**config.mk**
```make
export PLATFORM = sky130hd
export DESIGN_NAME = fetch_pc_unit
export DESIGN_NICKNAME = d
export VERILOG_FILES = /design/src/rtl/mips_pkg.sv /design/src/rtl/fetch_pc_unit_redirect_select.sv /design/src/rtl/fetch_pc_unit.sv
export SDC_FILE = /design/constraint.sdc
export NUM_CORES = 1
export LEC_CHECK = 0
export ABC_AREA = 1
export CELL_PAD_IN_SITES_DETAIL_PLACEMENT = 1
export CELL_PAD_IN_SITES_GLOBAL_PLACEMENT = 1
export CORE_MARGIN = 1.5
export CORE_UTILIZATION = 27
export DETAILED_ROUTE_END_ITERATION = 8
export PLACE_DENSITY = 0.88
export SLEW_MARGIN = 10
export SYNTH_ARGS = -nofsm -noshare
export SYNTH_HDL_FRONTEND = slang
export SYNTH_SLANG_ARGS = --single-unit
```
**constraint.sdc**
```tcl
create_clock -name clk -period 1.4 [get_ports clk]
set_input_delay 0.35 -clock clk [delete_from_list [all_inputs] [get_ports clk]]
set_output_delay 0.35 -clock clk [all_outputs]
set_load 0.03 [all_outputs]
```
**src/rtl/mips_pkg.sv**
```systemverilog
// Shared fetch-stage definitions: FSM state encoding and PC alignment constants.
package mips_pkg;

    typedef enum logic [1:0] {
        BOOT  = 2'd0,
        FETCH = 2'd1,
        HOLD  = 2'd2
    } fetch_state_t;

    localparam logic [31:0] PC_ALIGN_MASK = 32'hFFFF_FFFC;
    localparam int unsigned INSTR_BYTES   = 4;

endpackage

```
**src/rtl/fetch_pc_unit_redirect_select.sv**
```systemverilog
// Priority mux over the three redirect sources (jr > jump > branch); word-aligns the target.
module redirect_select
    import mips_pkg::*;
(
    input  logic        jr_en,
    input  logic [31:0] jr_addr,
    input  logic        jump_en,
    input  logic [31:0] jump_addr,
    input  logic        branch_en,
    input  logic [31:0] branch_addr,
    output logic        redirect,
    output logic [31:0] target,
    output logic        misaligned
);

    logic [31:0] sel_addr;

    always_comb begin
        sel_addr = 32'h0;
        if (jr_en) begin
            sel_addr = jr_addr;
        end else if (jump_en) begin
            sel_addr = jump_addr;
        end else if (branch_en) begin
            sel_addr = branch_addr;
        end
    end

    assign redirect   = jr_en | jump_en | branch_en;
    assign target     = sel_addr & PC_ALIGN_MASK;
    assign misaligned = redirect & (sel_addr[1:0] != 2'b00);

endmodule

```
**src/rtl/fetch_pc_unit.sv**
```systemverilog
// Program counter and instruction fetch FSM: requests a word, holds it until
// downstream accepts it, and applies jr/jump/branch redirects at any time.
module fetch_pc_unit
    import mips_pkg::*;
#(
    parameter logic [31:0] RESET_PC = 32'h0000_0000,
    parameter int unsigned PC_STEP  = INSTR_BYTES
) (
    input  logic         clk,
    input  logic         rst_n,
    output logic         imem_req,
    output logic [31:0]  imem_addr,
    input  logic         imem_ready,
    input  logic [31:0]  imem_rdata,
    output logic [31:0]  instr,
    output logic [31:0]  instr_pc,
    output logic         instr_valid,
    input  logic         instr_accept,
    output logic [3:0]   pc_upper4,
    input  logic         jump_en,
    input  logic [31:0]  jump_addr,
    input  logic         branch_en,
    input  logic [31:0]  branch_addr,
    input  logic         jr_en,
    input  logic [31:0]  jr_addr,
    output logic         misalign_err,
    output fetch_state_t dbg_state
);

    // Handshakes: imem_rdata is taken only in a cycle where imem_req and
    // imem_ready are both 1; the held instruction is consumed in a cycle
    // where instr_valid and instr_accept are both 1.

    fetch_state_t state_q;
    logic [31:0]  pc_q;
    logic [31:0]  instr_q;
    logic [31:0]  instr_pc_q;
    logic         instr_valid_q;
    logic         misalign_q;

    logic         redirect;
    logic [31:0]  target;
    logic         misaligned;

    redirect_select u_redirect_select (
        .jr_en       (jr_en),
        .jr_addr     (jr_addr),
        .jump_en     (jump_en),
        .jump_addr   (jump_addr),
        .branch_en   (branch_en),
        .branch_addr (branch_addr),
        .redirect    (redirect),
        .target      (target),
        .misaligned  (misaligned)
    );

    always_ff @(posedge clk or negedge rst_n) begin
        if (!rst_n) begin
            state_q       <= BOOT;
            pc_q          <= RESET_PC;
            instr_q       <= 32'h0;
            instr_pc_q    <= 32'h0;
            instr_valid_q <= 1'b0;
            misalign_q    <= 1'b0;
        end else begin
            misalign_q <= misaligned;
            case (state_q)
                BOOT: begin
                    if (redirect) begin
                        pc_q <= target;
                    end
                    state_q <= FETCH;
                end
                FETCH: begin
                    // A redirect wins over a returning word: the word belongs to the stale path.
                    if (redirect) begin
                        pc_q <= target;
                    end else if (imem_ready) begin
                        instr_q       <= imem_rdata;
                        instr_pc_q    <= pc_q;
                        instr_valid_q <= 1'b1;
                        pc_q          <= pc_q + 32'(PC_STEP);
                        state_q       <= HOLD;
                    end
                end
                HOLD: begin
                    if (redirect) begin
                        instr_valid_q <= 1'b0;
                        pc_q          <= target;
                        state_q       <= FETCH;
                    end else if (instr_accept) begin
                        instr_valid_q <= 1'b0;
                        state_q       <= FETCH;
                    end
                end
                default: begin
                    state_q <= BOOT;
                end
            endcase
        end
    end

    assign imem_req     = (state_q == FETCH);
    assign imem_addr    = pc_q;
    assign instr        = instr_q;
    assign instr_pc     = instr_pc_q;
    assign instr_valid  = instr_valid_q;
    assign misalign_err = misalign_q;
    assign dbg_state    = state_q;
    assign pc_upper4    = 4'((instr_pc_q + 32'(PC_STEP)) >> 28);

endmodule

```
==> out/results.ini, run 1 <==
[outcome]
outcome=finished with violations
violations=setup timing

[cts]
cts_made_buffers=9
cts.path.max_buffers=2
clkTransAtPathRegs_ns=0.07
clkSinkCount=96
insertion_delay_ns=0.37
h-tree-depth=3
cts_root_buffer=clkbuf_16
tritoncts=yes

[setup_path]
crit_path_max_fanout=4
slowest_delay_ns=0.43
cp_slowest_cell=dfrtp_2
crit_arrival_ns=1.84
required_ns=1.05
cp-start-kind=register
crit_top_cell=nand2_2
r2r_cells=9
r2r_start=imem_addr[11]
path_delay_family=simple AND/OR/NAND/NOR gates
crit_path_end_kind=output port
crit_type=reg2out
rrSetupSlack_ns=-0.29
r2r_end=imem_addr[22]
worst-path-buf-inv=1
cp_cell_sequence=nand2_2 > nor2_2 > nand4_1 > nor3_4 > nand2_1 > nand2_2 > nand2_4 > buf_12

[power_and_ir_drop]
p_leak_nw=6.11
cellPowerDensity_nw_per_um2=1700
vdd_drop_max_mv=0.803

[detailed_routing]
wl_mm=37.5
routed_via_density=5.14
ant_nets=0
dr.first_iter.drc_count=485
drc=0
first_pass_iters=5
wl_per_cell_um=24.3
vias=7939

[layout]
nFillCells=2352
area_growth_pct=123
stdcell_area_sq_um=13200
regArea_sq_um=2470
utilization_pct=62.0
num_antenna_cells=0
final_nets=1401
multiInputGateArea_sq_um=4210
drive_above_1_share_pct=54.3
layout.cells.non_filler=1545

[logic_synthesis]
synth-async-reset-ratio_pct=100
syn_inst=796
yosysWarnings=0
syn_area_sq_um=5900
synth_common_cells=332 x nand2_1, 96 x dfrtp_1, 55 x inv_1, 55 x nand3_1, 51 x nor2_1
synth_ff_type=dfrtp_1
yosysMostFrequentCell=nand2_1
synth-seq-area-share_pct=40.7
synth_cell_type_count=35
synth_top_area_share_pct=40.7
syn_avg_cell_area_sq_um=7.41
synth_seq_cells=96
synth.top_cells.by_area=dfrtp_1 41%, nand2_1 21%, mux2_4 9.7%, nand3_1 4.7%, inv_1 3.5%
synth_largest_area_cell=dfrtp_1
synth_edf_count=0

[global_routing]
gr-usage-all-layers_pct=28.0
grt_start_max_net_pins=31
grt_overflow=0
grt_pass1_wl_mm=47.7
grt_pass1_vias=8360
antenna_found_initial=0

[placed_design]
place_congestion=0.873
dp.cells=1402
placed_area_sq_um=10200
io_buffers=235
place_ws_ns=-0.693
hpwl_mm=20.5

[die]
placementRows=53
boundaryPins=240
die_x_um=151
start_util_pct=27.8
dieArea_sq_um=22700
coreArea_sq_um=21200
dieHeight_um=151

[timing]
max_freq_mhz=456
rsz0062_at_grt=yes
finalMaxSlewViolations=0
worst_slew_pin_slew_ns=0.531
finalHoldViolCount=0
post-route-period-util_pct=157
fin_crit_ns=2.19
relSlewSlack_pct=64.6
setup_viol=155
hold-worst-slack_ns=0.484
finClkSkew_ns=0.00522
fin_ws_ns=-0.792

[worst_hold_path]
whs_path_depth=2
holdPathEnd=instr_valid
hold_class=reg2reg
hp-start=instr_valid

[job]
cap_violations=0

==> cells by family after synthesis <==
family	Yosys count	synth area share, %
buffers and inverters	95	7.58
AOI/OAI and AO/OA	88	7.92
xor gates and xnor gates	3	0.446
and+or+nand+nor	474	33.4
other	1	0.0636
DFF	96	40.7
muxes	38	9.68
adders and majority gates	1	0.212
==> how the worst max path moves through the flow <==
stage | from | end | slack, ns | cells past startpoint
floorplan | dbg_state[0] | instr_pc[10] | -0.16 | 5
global placement | jump_en | instr[17] | -0.57 | 7
detailed placement | jump_en | instr_pc[22] | -0.69 | 8
CTS | instr_pc[8] | pc_upper4[1] | -0.68 | 7
global route | instr_pc[10] | pc_upper4[3] | -0.85 | 8
finish | instr_pc[10] | pc_upper4[3] | -0.79 | 8
==> layout make-up <==
class,count,share of cell area (%)
Timing Repair Buffer,490,42.3
Multi-Input combinational cell,609,31.9
Sequential cell,96,18.8
Tap cell,275,2.61
Clock buffer,13,2.13
Inverter,59,1.93
Clock inverter,3,0.361
==> power breakdown <==
part | total [mW] | internal [mW] | switching, mW | leakage (nW)
sequential | 5.23 | 3.93 | 1.31 | 1.11
combinational | 14.4 | 7.47 | 6.90 | 4.84
clock | 2.81 | 1.59 | 1.22 | 0.162
total | 22.4 | 13.0 | 9.42 | 6.11
==> what timing repair did <==
action | in CTS | in global routing
endpoints found under the setup margin | 189 | 185
endpoints found under the hold margin | 18 | 0
resized for setup | 355 | 285
pin swaps | 30 | 62
gates cloned | 12 | 5
buffers inserted | 68 | 75
hold buffers | 1 | 0
==> worst reg2reg max path, cell delays in order (launching register included) <==
cell and delay, ns:
dfrtp_2 0.49, nand2_4 0.11, nor2_4 0.19, buf_4 0.15
nand3_4 0.10, o21ai_2 0.19, nand2_1 0.13, nand2_1 0.11
nand2_1 0.10, inv_1 0.07
==> sequential cells by signal, indices dropped and copies added (netlist names) <==
name	cells
instr	32
imem_addr	30
instr_pc	30
dbg_state	2
instr_valid	1
misalign_err	1
==> layer usage <==
| metal | part of all wire [%] | wire (um) | vias to the layer above | GRT usage [%] |
|---|---|---|---|---|
| met1 | 37 | 13800 | 3924 | 31.7 |
| li1 | - | - | 3504 | - |
| met5 | 0 | 0 | - | 0 |
| met3 | 6.9 | 2590 | 109 | 5.99 |
| met4 | 4.7 | 1770 | 0 | 10.5 |
| met2 | 52 | 19300 | 402 | 51.0 |
==> through the flow <==
step / setup TNS, ns / total power [mW]
2_1_floorplan: -9.08 / 9.32
3_3_place_gp: -51.04 / 15.6
3_5_place_dp: -56.44 / 16.0
4_1_cts: -11.12 / 20.4
5_1_grt: -21.55 / 23.2
6_report: -17.62 / 22.4
==> cell usage in the layout, fill, tap and decap left out, drive strengths merged, types with 2 or more instances in the layout <==
cell type | Yosys | routed
buf | 25 | 347
nand2 | 335 | 335
clkdlybuf4s50 | 0 | 129
dfrtp | 96 | 96
inv | 58 | 58
nand3 | 57 | 58
nor2 | 56 | 56
o21ai | 47 | 47
mux2 | 38 | 38
a21oi | 25 | 25
clkbuf | 11 | 18
nand4 | 13 | 13
a31oi | 11 | 11
clkdlybuf4s15 | 0 | 5
nor3 | 5 | 5
nand3b | 4 | 4
conb | 1 | 4
clkinv | 1 | 3
xnor2 | 2 | 2
and2 | 2 | 2
o211ai | 2 | 2
dlygate4sd2 | 0 | 2
nor4 | 2 | 2
Power figures use the tool's default switching activity.
==> run 2: changes to the inputs <==
- CORE_UTILIZATION: 27 -> 40
- DONT_BUFFER_PORTS: not set -> 1
==> run 2 against run 1 <==
Compared with the run above: setup slack improved by 0.077 ns; utilization rose by 2.4 points; the flow finishes with violations (hold timing, setup timing); die area down 32%; routed wire length is 22% lower; first-iteration DRC count down 7.6%; non-clock buffer count down 290; flip-flop and latch count did not move; largest power group unchanged; sequential share of layout area grew 7.7 points; total power fell by 25%; register-to-register slack about the same; cell area shrank 29%; via count shrank 15%.
==> out/results.ini, run 2 (same netlist as run 1, synthesis figures left out) <==
[timing]
finalHoldViolCount=96  ; +96
post-route-period-util_pct=151  ; -5.5 points
hold-worst-slack_ns=-0.325  ; -0.809 ns
setup_viol=100  ; -35%
rsz0062_at_grt=yes
max_freq_mhz=473  ; +3.6%
finalMaxSlewViolations=0  ; unchanged
fin_ws_ns=-0.715  ; +0.0771 ns
fin_crit_ns=2.11  ; -0.0771 ns
finClkSkew_ns=0.00906  ; +0.00384 ns

[die]
coreArea_sq_um=14500  ; -32%
start_util_pct=40.7  ; +13 points
dieArea_sq_um=15500  ; -32%
placementRows=44  ; -17%
boundaryPins=240  ; unchanged
dieHeight_um=124  ; -17%
die_x_um=124  ; -17%

[placed_design]
io_buffers=0  ; -100%
hpwl_mm=16.4  ; -20%
place_congestion=0.897  ; +2.7%
place_ws_ns=-0.237  ; +0.457 ns

[detailed_routing]
routed_via_density=5.79  ; +13%
drc=0  ; unchanged
dr.first_iter.drc_count=448  ; -7.6%
wl_mm=29.3  ; -22%
first_pass_iters=5  ; unchanged
vias=6731  ; -15%
wl_per_cell_um=25.2  ; +3.7%
ant_nets=0  ; unchanged

[global_routing]
grt_pass1_wl_mm=37.2  ; -22%
gr-usage-all-layers_pct=30.6  ; +2.6 points
antenna_found_initial=0  ; unchanged
grt_pass1_vias=6732  ; -19%
grt_overflow=0  ; unchanged
grt_start_max_net_pins=97  ; +210%

[outcome]
outcome=finished with violations
violations=hold timing, setup timing

[setup_path]
r2r_start=imem_addr[21]
crit_path_max_fanout=5  ; +1
cp-start-kind=register
cp_slowest_cell=dfrtp_2
crit_arrival_ns=1.76  ; -0.08 ns
crit_type=reg2out
crit_path_end_kind=output port
rrSetupSlack_ns=-0.28  ; about the same
cp_cell_sequence=nand2_1 > nor2_1 > nand4_1 > nor3_2 > nand3b_1 > nand2_4
r2r_cells=9  ; unchanged
required_ns=1.05  ; about the same
slowest_delay_ns=0.42  ; about the same
r2r_end=imem_addr[24]

[power_and_ir_drop]
p_leak_nw=4.44  ; -27%
combPwrFrac_pct=48.4  ; -16 points
vdd_drop_max_mv=0.725  ; -9.6%
p_seq_share_pct=36.1  ; +13 points
netSwitchingFraction_pct=46.7  ; +4.6 points
switchingPower_mw=7.89  ; -16%
clkPwrFrac_pct=15.4  ; +2.8 points
cellPowerDensity_nw_per_um2=1810  ; +6.5%
p_int_mw=9.02  ; -31%

[layout]
nFillCells=1630  ; -31%
largest_register_ffs=32  ; unchanged
final_nets=1110  ; -21%
num_antenna_cells=0  ; unchanged
final_common_cell=nand2_1
utilization_pct=64.4  ; +2.4 points
area_growth_pct=58.1
final_cell_mix=272 x nand2_1, 104 x buf_4, 70 x buf_6
drive_above_1_share_pct=49.2  ; -5.0 points

[cts]
h-tree-depth=3  ; unchanged
insertion_delay_ns=0.37  ; about the same
cts_root_buffer=clkbuf_16
cts.path.max_buffers=2  ; unchanged
clkTransAtPathRegs_ns=0.07  ; about the same
clkSinkCount=96  ; unchanged
tritoncts=yes
cts_made_buffers=9  ; unchanged

[worst_hold_path]
hold_class=in2async

[job]
cap_violations=0  ; unchanged

## run 2: cell types whose count changed in the layout (fill, tap and decap cells not counted), sizes merged, moves of 2 or more
cell	delta
clkdlybuf4s15	-5
clkdlybuf4s50	-129
inv	+2
clkbuf	-2
buf	-151
dlygate4sd2	-2
## run 2: metal layers
layer	routed length (um)	vias to the layer above	GRT usage (%)	share of wire (%)
met5	0	-	0	0
met4	1400	0	11.7	4.8
met3	1740	94	4.85	5.9
met2	15000	356	54.8	51
met1	11100	3361	36.7	38
li1	-	2920	-	-
## run 2: cell type report
cell class | instances | area [sq um] | area share [%]
timing repair buffer | 200 | 2130 | 22.9
clock buffer | 12 | 236 | 2.54
multi-input combinational | 608 | 3960 | 42.5
sequential | 96 | 2460 | 26.4
tap | 184 | 230 | 2.47
inverter | 59 | 243 | 2.60
clock inverter | 4 | 52.6 | 0.564
## run 2: how the worst max path moves through the flow
stage / startpoint / to / slack, ns / cells past startpoint
global route: instr_pc[24] / pc_upper4[0] / -0.80 / 6
CTS: instr_pc[19] / pc_upper4[3] / -0.57 / 6
global placement: instr_pc[18] / pc_upper4[2] / -0.15 / 6
detailed placement: instr_pc[9] / pc_upper4[3] / -0.24 / 6
finish: instr_pc[23] / pc_upper4[1] / -0.71 / 6
floorplan: dbg_state[0] / instr_pc[10] / -0.16 / 5
## run 2: per-stage QoR
stage | power [mW] | TNS, ns | std cells | instance area (sq um)
2_1_floorplan | 9.32 | -9.08 | 799 | 6100
3_3_place_gp | 11.6 | -1.32 | 1072 | 7170
3_5_place_dp | 12.0 | -3.86 | 1072 | 7170
4_1_cts | 15.3 | -4.10 | 1120 | 8170
5_1_grt | 17.4 | -15.09 | 1163 | 9320
6_report | 16.9 | -11.84 | 1163 | 9320
## run 2: worst max-delay path: cells and delay by family, from the launching register on
family,cells,cell delay (ns)
simple gates,6,0.97
flops,1,0.42
## run 2: repair_timing
action,4_1_cts,5_1_grt
gates cloned,8,5
pin swaps,17,67
hold endpoints to repair,96,96
resized for setup,100,224
endpoints found under the setup margin,94,112
buffers inserted,25,47
## run 2: power by group through the flow
| stage | clock, mW | combinational [mW] | sequential [mW] |
|---|---|---|---|
| after floorplan | 0 | 2.33 | 6.98 |
| after global placement | 0 | 5.85 | 5.80 |
| after detailed placement | 0 | 6.03 | 5.93 |
| after CTS | 2.57 | 6.87 | 5.89 |
| after global routing | 2.72 | 8.54 | 6.18 |
| final | 2.61 | 8.19 | 6.11 |
==> edit: new RTL, settings of run 2 <==
Remove the register `misalign_q`: a continuous assignment takes its place, so the output `misalign_err` follows one clock earlier.
--- a/src/rtl/fetch_pc_unit.sv
+++ b/src/rtl/fetch_pc_unit.sv
@@ -63,5 +63,3 @@
             instr_valid_q <= 1'b0;
-            misalign_q    <= 1'b0;
         end else begin
-            misalign_q <= misaligned;
             case (state_q)
@@ -102,2 +100,4 @@
 
+    assign misalign_q = misaligned;
+
     assign imem_req     = (state_q == FETCH);
Behaviour: not the same (a bounded check fails within 4 cycles, from zero or initial values and one cycle with rst_n low).
==> edit against run 2 <==
Sequential cell count fell by 1; highest routed layer unchanged; wire length rose by 9.9%; total power up 5.1%; via count is 5.5% higher; synthesized area decreased by 0.42%; first-iteration DRC count is 33% higher; die area decreased by 0.42%; setup slack got worse by 5.3 ps; design area grew 1.9%; the flow still finishes with violations (negative hold slack, negative setup slack); synthesized cell count is 0.13% lower; critical path type unchanged.
==> edit: results (changes against run 2) <==
- Final Wtd Congestion: 0.925 (+3.1%)
- CP max stage delay: 440 ps (+20 ps)
- Via-to-Cell Ratio: 6.14 (+6.1%)
- Vias in the first global route: 7151 (+6.2%)
- Maximum root-to-sink buffer count: 2 (unchanged)
- Crit Reg-Reg Startpoint: imem_addr[2]
- Initial drt markers: 594 (+33%)
- Initial antenna violation count: 1 (+1)
- Dominant synthesized flop cell: dfrtp_1
- Final setup vio count: 107 (+7.0%)
- Wire length of the first global-routing pass: 40.4 mm (+8.7%)
- Peak VDD IR: 0.000815 V (+12%)
- Worst setup endpoint: pc_upper4[3]
- Failing checks: negative hold slack, negative setup slack
- Routed len/inst: 27.8 um (+11%)
- Static Leak: 4.50 nW (+1.4%)
- Setup WS pre-CTS: -221 ps (+15.8 ps)
- Status: finished with violations
- Synth area leaders: dfrtp_1 (40%), nand2_1 (21%), mux2_4 (9.7%)
- Area after DPL: 7070 um^2 (-1.4%)
- HP Class: input port to asynchronous set/reset pin
- Clock skew: 12.6 ps (+3.51 ps)
- GRT Util Overall: 0.356 (+0.0505)
- Post-synthesis sequential area ratio: 0.405 (-0.00253)
- Worst Slack Setup Final: -720 ps (-5.32 ps)
- R2R cell count: 10 (+1)
- R2r setup slk: -260 ps (+20 ps)
- Pin count of the biggest net entering global routing: 96 (-1.0%)
- Most instantiated cells after synthesis: nand2_1 (332), dfrtp_1 (95), inv_1 (55), nand3_1 (55), nor2_1 (51)
- Final Hold Fails: 95 (-1.0%)
- Via count: 7098 (+5.5%)
- IO Port Bufs: 0 (unchanged)
- HPWL after DPL: 16.3 mm (-0.67%)
- Cells after Synth: 795 (-0.13%)
- Nets: 1103 (-0.63%)
- Layout cells sized above 1: 0.508 (+0.0159)
- Setup TNS: -12520 ps (-672 ps)
- Max reg flops: 32 (unchanged)
- Clk_lat worst skew: 380 ps
- WP data arrival: 1770 ps
- Worst R2R End: imem_addr[20]
- Setup crit start: instr_pc[19]
- Hold_ws: -338 ps (-12.4 ps)
[edit: cell types whose count changed after synthesis]
cell and change:
dfrtp_1 -1
[edit: power breakdown]
| group | internal (mW) | switching, mW | total, mW |
|---|---|---|---|
| combinational | 4.05 | 4.89 | 8.94 |
| sequential | 3.87 | 2.28 | 6.16 |
| clock | 1.25 | 1.42 | 2.68 |
| total | 9.18 | 8.59 | 17.8 |
[edit: metal layers]
layer	part of all wire	vias to the layer above	track usage
met1	0.35	3500	0.387
li1	-	2913	-
met3	0.090	153	0.0865
met5	0	-	0
met2	0.51	532	0.636
met4	0.052	0	0.193
[edit: cell families after synthesis]
group	count (synthesis)	synth area share
other	1	0.000639
xor gates and xnor gates	3	0.00448
DFF	95	0.405
adders and majority gates	1	0.00213
AOI/OAI and AO/OA	88	0.0795
and+or+nand+nor	474	0.335
muxes	38	0.0972
buffers and inverters	95	0.0761
[edit: worst max-delay path: cells and delay by family (launching register included)]
family,cells,cell delay [ps]
flip-flops,1,440
AND/OR/NAND/NOR,6,960
[edit: area by class of cell]
type	instances	area (um^2)
Fill cell	1627	4930
Multi-Input combinational cell	609	4140
Sequential cell	95	2440
Timing Repair Buffer	193	2150
Inverter	59	246
Tap cell	184	230
Clock buffer	9	225
Clock inverter	7	62.6
[edit: worst min path at each step]
stage	start	to	slack, ps
3_3_place_gp	rst_n	instr[21]	60
3_5_place_dp	rst_n	instr[25]	60
2_1_floorplan	rst_n	dbg_state[0]	50
5_1_grt	rst_n	instr[21]	-350
4_1_cts	rst_n	instr_pc[8]	-330
6_report	rst_n	instr[21]	-340
[edit: timing repair]
action,CTS,global route
setup buffers,44,32
pin swaps,42,72
gates cloned,14,3
setup endpoints to repair,72,114
resized for setup,158,186
endpoints found under the hold margin,95,95
